`src/rtl/vga_timing_gen_if.sv`:
```
// vga_if: raster stream shared by the timing generator and every draw stage.
//   hcount/vcount - current pixel/line position (11 bits each)
//   hsync/vsync   - active-high sync strobes
//   hblnk/vblnk   - blanking strobes
//   rgb           - 12-bit colour for the current pixel
// Modports: out (stream source), in (stream sink).
interface vga_if;
  logic [10:0] hcount;
  logic        hsync;
  logic        hblnk;
  logic [10:0] vcount;
  logic        vsync;
  logic        vblnk;
  logic [11:0] rgb;

  modport out (output hcount, hsync, hblnk, vcount, vsync, vblnk, rgb);
  modport in  (input  hcount, hsync, hblnk, vcount, vsync, vblnk, rgb);
endinterface

```
`src/rtl/vga_timing_gen.sv`:
```
// vga_timing_gen: source of the vga_if raster stream. Generates hcount/vcount, sync and
// blanking strobes for a parameterisable mode (default 800x600@60, 40 MHz pixel clock),
// drives a base colour in the active area and pulses line_start/frame_start on raster wrap.
//   clk         - pixel clock
//   rst         - synchronous reset, active-high (overrides en)
//   en          - pixel enable; raster advances only when high
//   frame_start - one-cycle pulse when the raster enters (0,0)
//   line_start  - one-cycle pulse when the raster enters hcount=0
//   vga_out     - vga_if.out stream
// Optional build macro VGA_TEST_PATTERN_EN: active-area rgb shows 8 vertical colour bars
// instead of BASE_RGB.
module vga_timing_gen #(
  parameter int unsigned H_ACTIVE = 800,
  parameter int unsigned H_FP     = 40,
  parameter int unsigned H_SYNC   = 128,
  parameter int unsigned H_BP     = 88,
  parameter int unsigned V_ACTIVE = 600,
  parameter int unsigned V_FP     = 1,
  parameter int unsigned V_SYNC   = 4,
  parameter int unsigned V_BP     = 23,
  parameter logic [11:0] BASE_RGB = 12'h000
) (
  input  logic clk,
  input  logic rst,
  input  logic en,
  output logic frame_start,
  output logic line_start,
  vga_if.out   vga_out
);

  localparam int unsigned H_TOTAL = H_ACTIVE + H_FP + H_SYNC + H_BP;
  localparam int unsigned V_TOTAL = V_ACTIVE + V_FP + V_SYNC + V_BP;

  if (H_TOTAL > 2048 || V_TOTAL > 2048) begin : g_size_check
    $error("vga_timing_gen: H_TOTAL/V_TOTAL must fit in 11-bit counters");
  end

  localparam logic [10:0] HTotM1   = 11'(H_TOTAL - 1);
  localparam logic [10:0] VTotM1   = 11'(V_TOTAL - 1);
  localparam logic [10:0] HAct     = 11'(H_ACTIVE);
  localparam logic [10:0] VAct     = 11'(V_ACTIVE);
  localparam logic [10:0] HSyncBeg = 11'(H_ACTIVE + H_FP);
  localparam logic [10:0] HSyncEnd = 11'(H_ACTIVE + H_FP + H_SYNC);
  localparam logic [10:0] VSyncBeg = 11'(V_ACTIVE + V_FP);
  localparam logic [10:0] VSyncEnd = 11'(V_ACTIVE + V_FP + V_SYNC);

  logic [10:0] hcount_q, hcount_d;
  logic [10:0] vcount_q, vcount_d;
  logic        hsync_q, hsync_d;
  logic        hblnk_q, hblnk_d;
  logic        vsync_q, vsync_d;
  logic        vblnk_q, vblnk_d;
  logic [11:0] rgb_q, rgb_d;
  logic        line_start_q, line_start_d;
  logic        frame_start_q, frame_start_d;
  logic [11:0] active_rgb;

  // Next raster position.
  always_comb begin
    hcount_d = hcount_q;
    vcount_d = vcount_q;
    if (en) begin
      if (hcount_q == HTotM1) begin
        hcount_d = '0;
        vcount_d = (vcount_q == VTotM1) ? '0 : vcount_q + 11'd1;
      end else begin
        hcount_d = hcount_q + 11'd1;
      end
    end
  end

`ifdef VGA_TEST_PATTERN_EN
  localparam int unsigned BarW = H_ACTIVE / 8;

  logic [2:0] bar_idx;

  // Bar index from a compare chain on the next hcount; the smallest matching bar wins.
  always_comb begin
    bar_idx = 3'd7;
    for (int i = 6; i >= 0; i--) begin
      if (hcount_d < 11'((i + 1) * BarW)) begin
        bar_idx = 3'(i);
      end
    end
  end

  always_comb begin
    case (bar_idx)
      3'd0:    active_rgb = 12'hFFF;
      3'd1:    active_rgb = 12'hFF0;
      3'd2:    active_rgb = 12'h0FF;
      3'd3:    active_rgb = 12'h0F0;
      3'd4:    active_rgb = 12'hF0F;
      3'd5:    active_rgb = 12'hF00;
      3'd6:    active_rgb = 12'h00F;
      default: active_rgb = 12'h000;
    endcase
  end
`else
  assign active_rgb = BASE_RGB;
`endif

  // Strobes and colour follow the next count so they line up with it once registered.
  // With en low every field holds, including the all-zero colour left by reset.
  always_comb begin
    hsync_d = hsync_q;
    hblnk_d = hblnk_q;
    vsync_d = vsync_q;
    vblnk_d = vblnk_q;
    rgb_d   = rgb_q;
    if (en) begin
      hblnk_d = (hcount_d >= HAct);
      hsync_d = (hcount_d >= HSyncBeg) && (hcount_d < HSyncEnd);
      vblnk_d = (vcount_d >= VAct);
      vsync_d = (vcount_d >= VSyncBeg) && (vcount_d < VSyncEnd);
      rgb_d   = (hblnk_d || vblnk_d) ? 12'h000 : active_rgb;
    end
  end

  // An enabled step only lands on hcount=0 through a wrap.
  always_comb begin
    line_start_d  = en && (hcount_d == '0);
    frame_start_d = line_start_d && (vcount_d == '0);
  end

  always_ff @(posedge clk) begin
    if (rst) begin
      hcount_q      <= '0;
      vcount_q      <= '0;
      hsync_q       <= 1'b0;
      hblnk_q       <= 1'b0;
      vsync_q       <= 1'b0;
      vblnk_q       <= 1'b0;
      rgb_q         <= '0;
      line_start_q  <= 1'b0;
      frame_start_q <= 1'b0;
    end else begin
      hcount_q      <= hcount_d;
      vcount_q      <= vcount_d;
      hsync_q       <= hsync_d;
      hblnk_q       <= hblnk_d;
      vsync_q       <= vsync_d;
      vblnk_q       <= vblnk_d;
      rgb_q         <= rgb_d;
      line_start_q  <= line_start_d;
      frame_start_q <= frame_start_d;
    end
  end

  assign vga_out.hcount = hcount_q;
  assign vga_out.vcount = vcount_q;
  assign vga_out.hsync  = hsync_q;
  assign vga_out.hblnk  = hblnk_q;
  assign vga_out.vsync  = vsync_q;
  assign vga_out.vblnk  = vblnk_q;
  assign vga_out.rgb    = rgb_q;
  assign line_start     = line_start_q;
  assign frame_start    = frame_start_q;

endmodule

```
`src/flat_wrapper.sv`:
```
// flat-port wrapper written by rule: the top's interface ports become plain ports
module vga_timing_gen_flat 
#(
  parameter int unsigned H_ACTIVE = 800,
  parameter int unsigned H_FP     = 40,
  parameter int unsigned H_SYNC   = 128,
  parameter int unsigned H_BP     = 88,
  parameter int unsigned V_ACTIVE = 600,
  parameter int unsigned V_FP     = 1,
  parameter int unsigned V_SYNC   = 4,
  parameter int unsigned V_BP     = 23,
  parameter logic [11:0] BASE_RGB = 12'h000
)
  (clk, rst, en, frame_start, line_start, vga_out_hcount, vga_out_hsync, vga_out_hblnk, vga_out_vcount, vga_out_vsync, vga_out_vblnk, vga_out_rgb);
  vga_if vga_out_i ();
  input  logic clk;
  input  logic rst;
  input  logic en;
  output logic frame_start;
  output logic line_start;
  output wire logic [$bits(vga_out_i.hcount)-1:0] vga_out_hcount;
  output wire logic [$bits(vga_out_i.hsync)-1:0] vga_out_hsync;
  output wire logic [$bits(vga_out_i.hblnk)-1:0] vga_out_hblnk;
  output wire logic [$bits(vga_out_i.vcount)-1:0] vga_out_vcount;
  output wire logic [$bits(vga_out_i.vsync)-1:0] vga_out_vsync;
  output wire logic [$bits(vga_out_i.vblnk)-1:0] vga_out_vblnk;
  output wire logic [$bits(vga_out_i.rgb)-1:0] vga_out_rgb;
  assign vga_out_hcount = vga_out_i.hcount;
  assign vga_out_hsync = vga_out_i.hsync;
  assign vga_out_hblnk = vga_out_i.hblnk;
  assign vga_out_vcount = vga_out_i.vcount;
  assign vga_out_vsync = vga_out_i.vsync;
  assign vga_out_vblnk = vga_out_i.vblnk;
  assign vga_out_rgb = vga_out_i.rgb;
  vga_timing_gen #(.H_ACTIVE(H_ACTIVE), .H_FP(H_FP), .H_SYNC(H_SYNC), .H_BP(H_BP), .V_ACTIVE(V_ACTIVE), .V_FP(V_FP), .V_SYNC(V_SYNC), .V_BP(V_BP), .BASE_RGB(BASE_RGB)) u_core (.clk(clk), .rst(rst), .en(en), .frame_start(frame_start), .line_start(line_start), .vga_out(vga_out_i));
endmodule
```
`config.mk`:
```
export PLATFORM = sky130hd
export DESIGN_NAME = vga_timing_gen_flat
export DESIGN_NICKNAME = d
export VERILOG_FILES = /design/src/rtl/vga_timing_gen_if.sv /design/src/rtl/vga_timing_gen.sv /design/src/flat_wrapper.sv
export SDC_FILE = /design/constraint.sdc
export NUM_CORES = 1
export LEC_CHECK = 0
export ABC_AREA = 1
export CAP_MARGIN = 40
export CORE_MARGIN = 1
export CORE_UTILIZATION = 45
export CTS_CLUSTER_SIZE = 10
export DETAILED_ROUTE_END_ITERATION = 7
export PLACE_DENSITY = 0.73
export REMOVE_ABC_BUFFERS = 1
export SYNTH_ARGS = -nofsm -noshare
export SYNTH_HDL_FRONTEND = slang
export SYNTH_SLANG_ARGS = --single-unit
```
`constraint.sdc`:
```
create_clock -name clk -period 5 [get_ports clk]
set_input_delay 1 -clock clk [delete_from_list [all_inputs] [get_ports clk]]
set_output_delay 1 -clock clk [all_outputs]
set_load 0.01 [all_outputs]
```
==> results.toml, run 1 <==
[outcome]
status = "finished clean"

[power_and_ir_drop]
pwr-share-seq_pct = 50.8
power.total_uw = 450
p_int_uw = 346
pwr-share-clk_pct = 41.8
sw_frac_of_total_pct = 23.2
p_leak_uw = 0.000970
combPwrFrac_pct = 7.4
switching_power_uw = 104
peakVddDrop_mv = 0.0909
power_density_nw_per_um2 = 202

[global_routing]
grt-busiest-layer = "met2"
grt_usage_pct = 21.8
antenna_found_initial = 0
grt_max_degree = 26
met1_usage_pct = 30.1
grt_pass1_wl_mm = 7.40
grt.overflow.total = 0
grt_pass1_vias = 1628
use_met2_pct = 35.2
grtUsageMet3_pct = 2.74

[synth]
ys_top_cells_by_area = "dfxtp_1 30%, nand2_1 13%, nor2_1 10%"
synthCells = 295
syn_area_per_cell_um2 = 6.34
netlist.area_leader.share_pct = 30.0
synth_seq_cells = 28
post-synth-top-area-cell = "dfxtp_1"
seq_area_frac_synth_pct = 30.0
syn_area_um2 = 1870
yosysWarnings = 0
synth.distinct_cells = 34

[final_layout]
multiInputGateArea_um2 = 1070
layout.nets = 329
fillers = 398
antenna_cells = 0
fin_area_um2 = 2230
syn_to_final_growth_pct = 19.2
final_layout_size_suffix_gt1_share_pct = 8.05
regArea_um2 = 561

[drt]
vias = 1891
vias_per_cell = 5.07
routed_wl_mm = 4.39
final_antenna_net_count = 0
drt_iter0_drc = 97
firstDrtPassIters = 5
drcViolationCount = 0
wl_per_cell_um = 11.8

[sta]
fmax_ghz = 0.305
setup_slack_ns = 1.73
drv_slew = 0
rsz0062_at_grt = "no"
fin_crit_ns = 3.27
setup_tns_ns = 0
setup_violations = 0
skew_ns = 0.00461
finalHoldViolations = 0
fin_crit_sh_pct = 65.5

[clock_tree]
cts_root_buf = "clkbuf_8"
ctsHoldBuffers = 0
post_cts_buffers = 0
cts.sinks = 28
clock_latency_ns = 0.28
clk_pin_slew_ns = 0.11
clockBufferDepth = 2
htreeDepth = 1
ctsResizeCount = 0
cts_made_buffers = 3
tritoncts = "done"

[critical_path]
reg2reg_from = "u_core.vga_out.hcount[0]"
crit_arrival_ns = 3.50
end_kind = "flip-flop"
crit_path_start = "en"
crit_type = "in -> reg"
crit_fanout = 15
cp.required_ns = 5.23
startpoint_type = "primary input"

[die]
core-area_um2 = 4000
rows = 23
initial_core_util_pct = 46.8
die_area_um2 = 4420
fp.dieH_um = 66.5
ioPinCount = 43
chipWidth_um = 66.5

[placed_design]
dp_hpwl_mm = 3.30
port_buffers = 30
gp_congestion = 0.884
place_ws_ns = 1.49
place_area_um2 = 2160

[run]
cap_viol_max_count = 0

[worst_hold_path]
hold_class = "reg -> reg"
hold_start = "u_core.vga_out.hsync"
-- final cells by class --
cell class	count	share of cell area [%]
multi-input cells	220	48.1
clock buffers	3	1.85
inverters	39	6.57
flip-flops and latches	28	25.1
clock inverters	1	1.35
well taps	50	2.81
repair buffers	32	14.1
-- power by group through the flow --
stage               registers [uW]  clock network, uW  logic, uW
floorplan                      235                  0       14.9
global route                   229                196       37.2
global placement               234                  0       32.8
detailed placement             234                  0       33.1
finish                         229                188       33.3
CTS                            229                190       33.3
-- worst paths after layout --
check,slack [ns],endpoint,depth (start not counted)
max,1.73,u_core.vga_out.hsync,14
min,0.48,u_core.vga_out.hsync,2
max reg2reg,2.60,u_core.vga_out.hsync,13
min reg2reg,0.48,u_core.vga_out.hsync,2
-- cell families after synthesis --
family,after synthesis,share of synthesized area [%]
other,1,0.200
AO/OA/AOI/OAI,17,4.82
adder cells (fa/ha/maj),2,1.34
buffers and inverters,58,14.8
flip-flops,28,30.0
XOR/XNOR,6,3.21
AND/OR/NAND/NOR,183,45.6
-- through the flow --
step                utilization, %  hold WS [ns]  instances
floorplan                        -         0.484        287
global placement              54.0         0.485        369
detailed placement            54.0         0.464        369
CTS                           55.7         0.483        373
global route                  55.7         0.523        373
finish                        55.7         0.482        373
-- registers in the layout, summed over array words and instances, names as in the netlist --
name                   count
u_core.frame_start         1
u_core.vga_out.vcount     11
u_core.line_start          1
u_core.vga_out.hblnk       1
u_core.vga_out.hcount     11
u_core.vga_out.hsync       1
u_core.vga_out.vsync       1
u_core.vga_out.vblnk       1
-- metal layers --
layer  up-vias  wire (um)
met5         -          0
met4         0         68
met3         7        227
met2        74       1950
met1       848       2140
li1        962          -
-- cells in the final DEF (no fill, tap or decap), drive strengths merged --
cell type,instances
a211oi,1
a21oi,5
and2,2
buf,2
bufinv,1
clkbuf,3
clkdlybuf4s50,30
clkinv,1
conb,12
dfxtp,28
ha,2
inv,38
nand2,71
nand3,31
nand3b,2
nand4,12
nor2,55
nor3,8
nor4,1
o21ai,10
o21bai,1
or2,1
xnor2,1
xor2,5
-- synth_stat cells --
library cell   n
a211oi_1       1
or2_0          1
dfxtp_1       28
nand3_2        3
xor2_1         4
nand3b_1       2
buf_4         12
nor2_4         1
o21ai_0        3
nand4_2        1
nand2_1       67
inv_1         33
nor2_1        51
nor3_1         6
nor4_1         1
nor2_2         2
o21bai_1       1
buf_8          1
xor2_2         1
nor2_8         1
nor3_2         2
inv_2          5
nand3_1       28
clkbuf_1       3
xnor2_1        1
buf_2          3
clkinv_1       1
and2_1         2
ha_1           2
nand4_1       11
nand2_2        4
o21ai_1        7
conb_1         1
a21oi_1        5
-- critical path, cell delays in order --
cell and delay (ns):
clkdlybuf4s50_1 0.72, buf_4 0.29, inv_1 0.22, nor2_1 0.19, nand2_1 0.09, nor2_1 0.13, nand2_1 0.09, o21ai_1 0.12
nand3_1 0.17, nand3_1 0.17, o21ai_1 0.09, nand2_1 0.06, nand2_1 0.05, a21oi_1 0.11
Note: power is estimated with default switching activity, not from simulation.
==> run 2, diff against run 1 <==
- clock period: 5 -> 3.43 ns (I/O delays scaled with it)
==> run 2 against run 1 <==
  * Clock power grew 43%
  * Count of clock-buffer cells in the layout unchanged
  * Final cell count rose by 0.54%
  * Sequential power is 45% higher
  * Power grew 45%
  * Hold slack lost 0.0064 ns
  * Critical path depth is 4 lower
  * Worst setup slack worse by 0.75 ns
  * Register-to-register slack worse by 1.6 ns
  * Largest cell class unchanged
==> results.toml, run 2 (same netlist as run 1, synthesis figures left out) <==
[die]
rows = 23
chipWidth_um = 66.5
core-area_um2 = 4000
fp.dieH_um = 66.5
die_area_um2 = 4420
ioPinCount = 43
initial_core_util_pct = 46.8

[critical_path]
reg2reg_from = "u_core.vga_out.hcount[0]"
crit_type = "in -> reg"
end_kind = "flip-flop"
cp.required_ns = 3.61
reg2reg_depth = 13
crit_path_start = "en"
critPathCapture = "u_core.vga_out.vsync"
r2r-end = "u_core.frame_start"
rrSetupSlack_ns = 1.04
crit_arrival_ns = 2.64
crit_fanout = 10
startpoint_type = "primary input"

[clock_tree]
tritoncts = "done"
clk_pin_slew_ns = 0.11
clock_latency_ns = 0.28
ctsHoldBuffers = 0
cts_made_buffers = 3
cts_root_buf = "clkbuf_8"
cts.sinks = 28
ctsResizeCount = 0
clockBufferDepth = 2
post_cts_buffers = 0
htreeDepth = 1

[drt]
firstDrtPassIters = 5
drcViolationCount = 0
wl_per_cell_um = 11.7
routed_wl_mm = 4.38
vias_per_cell = 5.02
drt_iter0_drc = 124
vias = 1884
final_antenna_net_count = 0

[global_routing]
grt.overflow.total = 0
antenna_found_initial = 0
grt_pass1_wl_mm = 7.34
grt_pass1_vias = 1639
grt_max_degree = 19
grt_usage_pct = 21.8

[sta]
slew_headroom_pct = 64.9
fin_crit_ns = 2.46
finalHoldViolations = 0
fin_crit_sh_pct = 71.7
skew_ns = 0.00634
setup_slack_ns = 0.972
rsz0062_at_grt = "no"
fmax_ghz = 0.407
worst_pin_slew_ns = 0.525
drv_slew = 0
setup_violations = 0
setup_tns_ns = 0

[final_layout]
syn_to_final_growth_pct = 20.0
final_layout_size_suffix_gt1_share_pct = 8.62
instances_no_fill = 375
antenna_cells = 0
final_common_cell = "nand2_1"
fillers = 400
layout_common_cells = "67 x nand2_1, 51 x nor2_1, 33 x inv_1, 30 x clkdlybuf4s50_1"
layout.nets = 331

[worst_hold_path]
min_delay_path_depth = 2
hold_class = "reg -> reg"

[placed_design]
place_ws_ns = 0.695
dp_hpwl_mm = 3.38
dp_cells = 371
port_buffers = 30
gp_congestion = 0.929

[power_and_ir_drop]
p_leak_uw = 0.000980
power_density_nw_per_um2 = 291
power.total_uw = 653
peakVddDrop_mv = 0.198

[outcome]
status = "finished clean"

[run]
cap_viol_max_count = 0
-- run 2: worst min-delay path by stage --
stage	end	from	slack, ns
2_1_floorplan	u_core.vga_out.hsync	u_core.vga_out.hsync	0.48
3_3_place_gp	u_core.vga_out.vsync	u_core.vga_out.vsync	0.46
3_5_place_dp	u_core.vga_out.vsync	u_core.vga_out.vsync	0.46
4_1_cts	u_core.vga_out.vsync	u_core.vga_out.vsync	0.48
5_1_grt	u_core.vga_out.vsync	u_core.vga_out.vsync	0.49
6_report	u_core.vga_out.vsync	u_core.vga_out.vsync	0.48
-- run 2: power breakdown --
part	internal [uW]	leakage [uW]	switching, uW	total (uW)
Sequential	329	0.000226	3.86	333
Combinational	19.4	0.000717	31.7	51.1
Clock	156	0.0000357	112	269
Total	505	0.000980	148	653
-- run 2: per-stage QoR --
| stage | hold WS (ns) | util, % | cell area [um^2] |
|---|---|---|---|
| floorplan | 0.484 | - | 1780 |
| global route | 0.489 | 56.1 | 2240 |
| detailed placement | 0.463 | 54.3 | 2170 |
| global placement | 0.457 | 54.3 | 2170 |
| CTS | 0.478 | 56.1 | 2240 |
| finish | 0.476 | 56.1 | 2240 |
-- run 2: final cells by class --
cell class / instances / area [um^2] / share of cell area (%)
multi-input combinational: 220 / 1070 / 47.8
sequential: 28 / 561 / 25.0
timing repair buffer: 34 / 330 / 14.7
inverter: 39 / 146 / 6.52
tap: 50 / 62.6 / 2.79
clock buffer: 3 / 41.3 / 1.84
clock inverter: 1 / 30.0 / 1.34
-- run 2: layer usage --
layer / global-route usage (%) / wire length (um)
met1: 31.1 / 2160
met3: 2.74 / 169
met4: 7.45 / 89
met5: 0 / 0
met2: 33.7 / 1960
-- run 2: critical path, cell delays in order --
cell and delay [ns]:
clkdlybuf4s50_1 0.66, inv_1 0.10, buf_4 0.19, nor2_1 0.24, nand2_1 0.10, xor2_1 0.15, nand2_1 0.12, or2_0 0.24
nand4_1 0.09, a21oi_1 0.06
==> run 3, diff against run 2 <==
- PLACE_DENSITY: 0.73 -> 0.76
- clock period: 3.43 -> 2.1 ns (I/O delays scaled with it)
==> run 3 against run 2 <==
  * Critical path depth is 4 higher
  * Hold slack worse by 0.0085 ns
  * First-iteration DRC count up 10%
  * Combinational power rose by 98%
  * Non-clock buffer count up 36
  * Register-to-register slack lost 0.85 ns
  * Sequential share of layout area shrank 3.1 points
  * Final cell count increased by 9.3%
  * Design area increased by 15%
  * Wire length up 13%
==> results.toml, run 3 (same netlist as run 1, synthesis figures left out) <==
[outcome]
status = "finished clean"

[drt]
vias = 2015
vias_per_cell = 4.91
firstDrtPassIters = 5
drt_iter0_drc = 137
drcViolationCount = 0
routed_wl_mm = 4.95
wl_per_cell_um = 12.1
final_antenna_net_count = 0

[sta]
fin_crit_sh_pct = 90.8
setup_violations = 0
skew_ns = 0.00685
drv_slew = 0
fmax_ghz = 0.524
finalHoldViolations = 0
rsz0062_at_grt = "no"
fin_crit_ns = 1.91

[critical_path]
startpoint_type = "flip-flop"
crit_arrival_ns = 2.13
crit_chain = "ha_4 > nand2_2 > nor2_4 > inv_2 > nor2_8 > buf_12 > nand4_1 > nand2_2 > nand2_1 > inv_2 > nand3_1 > nor2_2 > nand4_1 > a21oi_1"
crit_fanout = 8
crit_type = "reg -> reg"
cp.required_ns = 2.32
end_kind = "flip-flop"
cp_slowest_cell = "dfxtp_2"
slowest_delay_ns = 0.36

[run]
cap_viol_max_count = 0

[die]
fp.dieH_um = 66.5
initial_core_util_pct = 46.8
die_area_um2 = 4420
ioPinCount = 43
chipWidth_um = 66.5
rows = 23
core-area_um2 = 4000

[clock_tree]
clk_pin_slew_ns = 0.10
tritoncts = "done"
cts_root_buf = "clkbuf_8"
clock_latency_ns = 0.28
clockBufferDepth = 2
htreeDepth = 1
ctsHoldBuffers = 0
cts_made_buffers = 3
cts.sinks = 28

[placed_design]
port_buffers = 30
gp_congestion = 0.906
place_area_um2 = 2420
dp_hpwl_mm = 3.75

[final_layout]
layout_common_cells = "64 x nand2_1, 47 x nor2_1, 37 x buf_4, 33 x inv_1, 29 x clkdlybuf4s50_1"
final_common_cell = "nand2_1"
fin_util_pct = 64.6
antenna_cells = 0
fin_area_um2 = 2580
fillers = 379
final_layout_size_suffix_gt1_share_pct = 21.9
layout.nets = 367
syn_to_final_growth_pct = 38.1

[global_routing]
grt_max_degree = 16
grt_usage_pct = 23.0
antenna_found_initial = 0
grt.overflow.total = 0
grt_pass1_vias = 1725
grt_pass1_wl_mm = 7.71

[worst_hold_path]
hold_class = "reg -> reg"

[power_and_ir_drop]
power_density_nw_per_um2 = 366
p_leak_uw = 0.00116
peakVddDrop_mv = 0.240
## run 3: report_power, final
part,internal [uW],switching [uW],leakage [uW]
logic,41.5,59.1,0.000915
clock network,129,172,0.0000216
registers,538,4.34,0.000228
## run 3: area by class of cell
| cell class | count | area (um^2) | area share [%] |
|---|---|---|---|
| Clock buffer | 3 | 41.3 | 1.60 |
| Tap cell | 50 | 62.6 | 2.42 |
| Timing Repair Buffer | 70 | 637 | 24.7 |
| Sequential cell | 28 | 564 | 21.9 |
| Multi-Input combinational cell | 220 | 1130 | 43.8 |
| Inverter | 39 | 146 | 5.67 |
## run 3: through the flow
| stage | power, uW | hold WS [ns] | worst slack [ns] | cells | TNS (ns) |
|---|---|---|---|---|---|
| finish | 944 | 0.468 | 0.193 | 410 | 0 |
| global route | 977 | 0.512 | 0.00545 | 410 | 0 |
| CTS | 950 | 0.472 | 0.00918 | 405 | 0 |
| detailed placement | 651 | 0.456 | -0.263 | 402 | -1.02 |
| global placement | 650 | 0.457 | -0.231 | 402 | -0.792 |
| floorplan | 594 | 0.484 | 0.0851 | 287 | 0 |
## run 3: worst max-delay path: cells and delay by family, from the launching register on
family	cells	cell delay, ns
compound gates	1	0.13
buf+inv	3	0.27
simple gates	9	0.96
flops	1	0.36
fa+ha+maj	1	0.14
## run 3: per-layer routing
layer  vias up  global-route usage (%)  share of wire [%]
met2        55                    36.7                 46
met3         4                    1.71                3.9
met5         -                       0                  0
li1       1042                       -                  -
met1       914                    33.0                 49
met4         0                    6.38               0.99
## run 3: worst paths after layout
kind                                               start                   end  slack, ns  cells past startpoint
worst min register to register      u_core.vga_out.vsync  u_core.vga_out.vsync       0.47                      2
worst max-delay path            u_core.vga_out.hcount[0]  u_core.vga_out.vsync       0.19                     14
worst max register to register  u_core.vga_out.hcount[0]  u_core.vga_out.vsync       0.19                     14
worst min-delay path                u_core.vga_out.vsync  u_core.vga_out.vsync       0.47                      2
## run 3: repair_timing
item,4_1_cts,5_1_grt
setup buffers,0,4
gates resized for setup,0,20
setup endpoints to repair,0,5
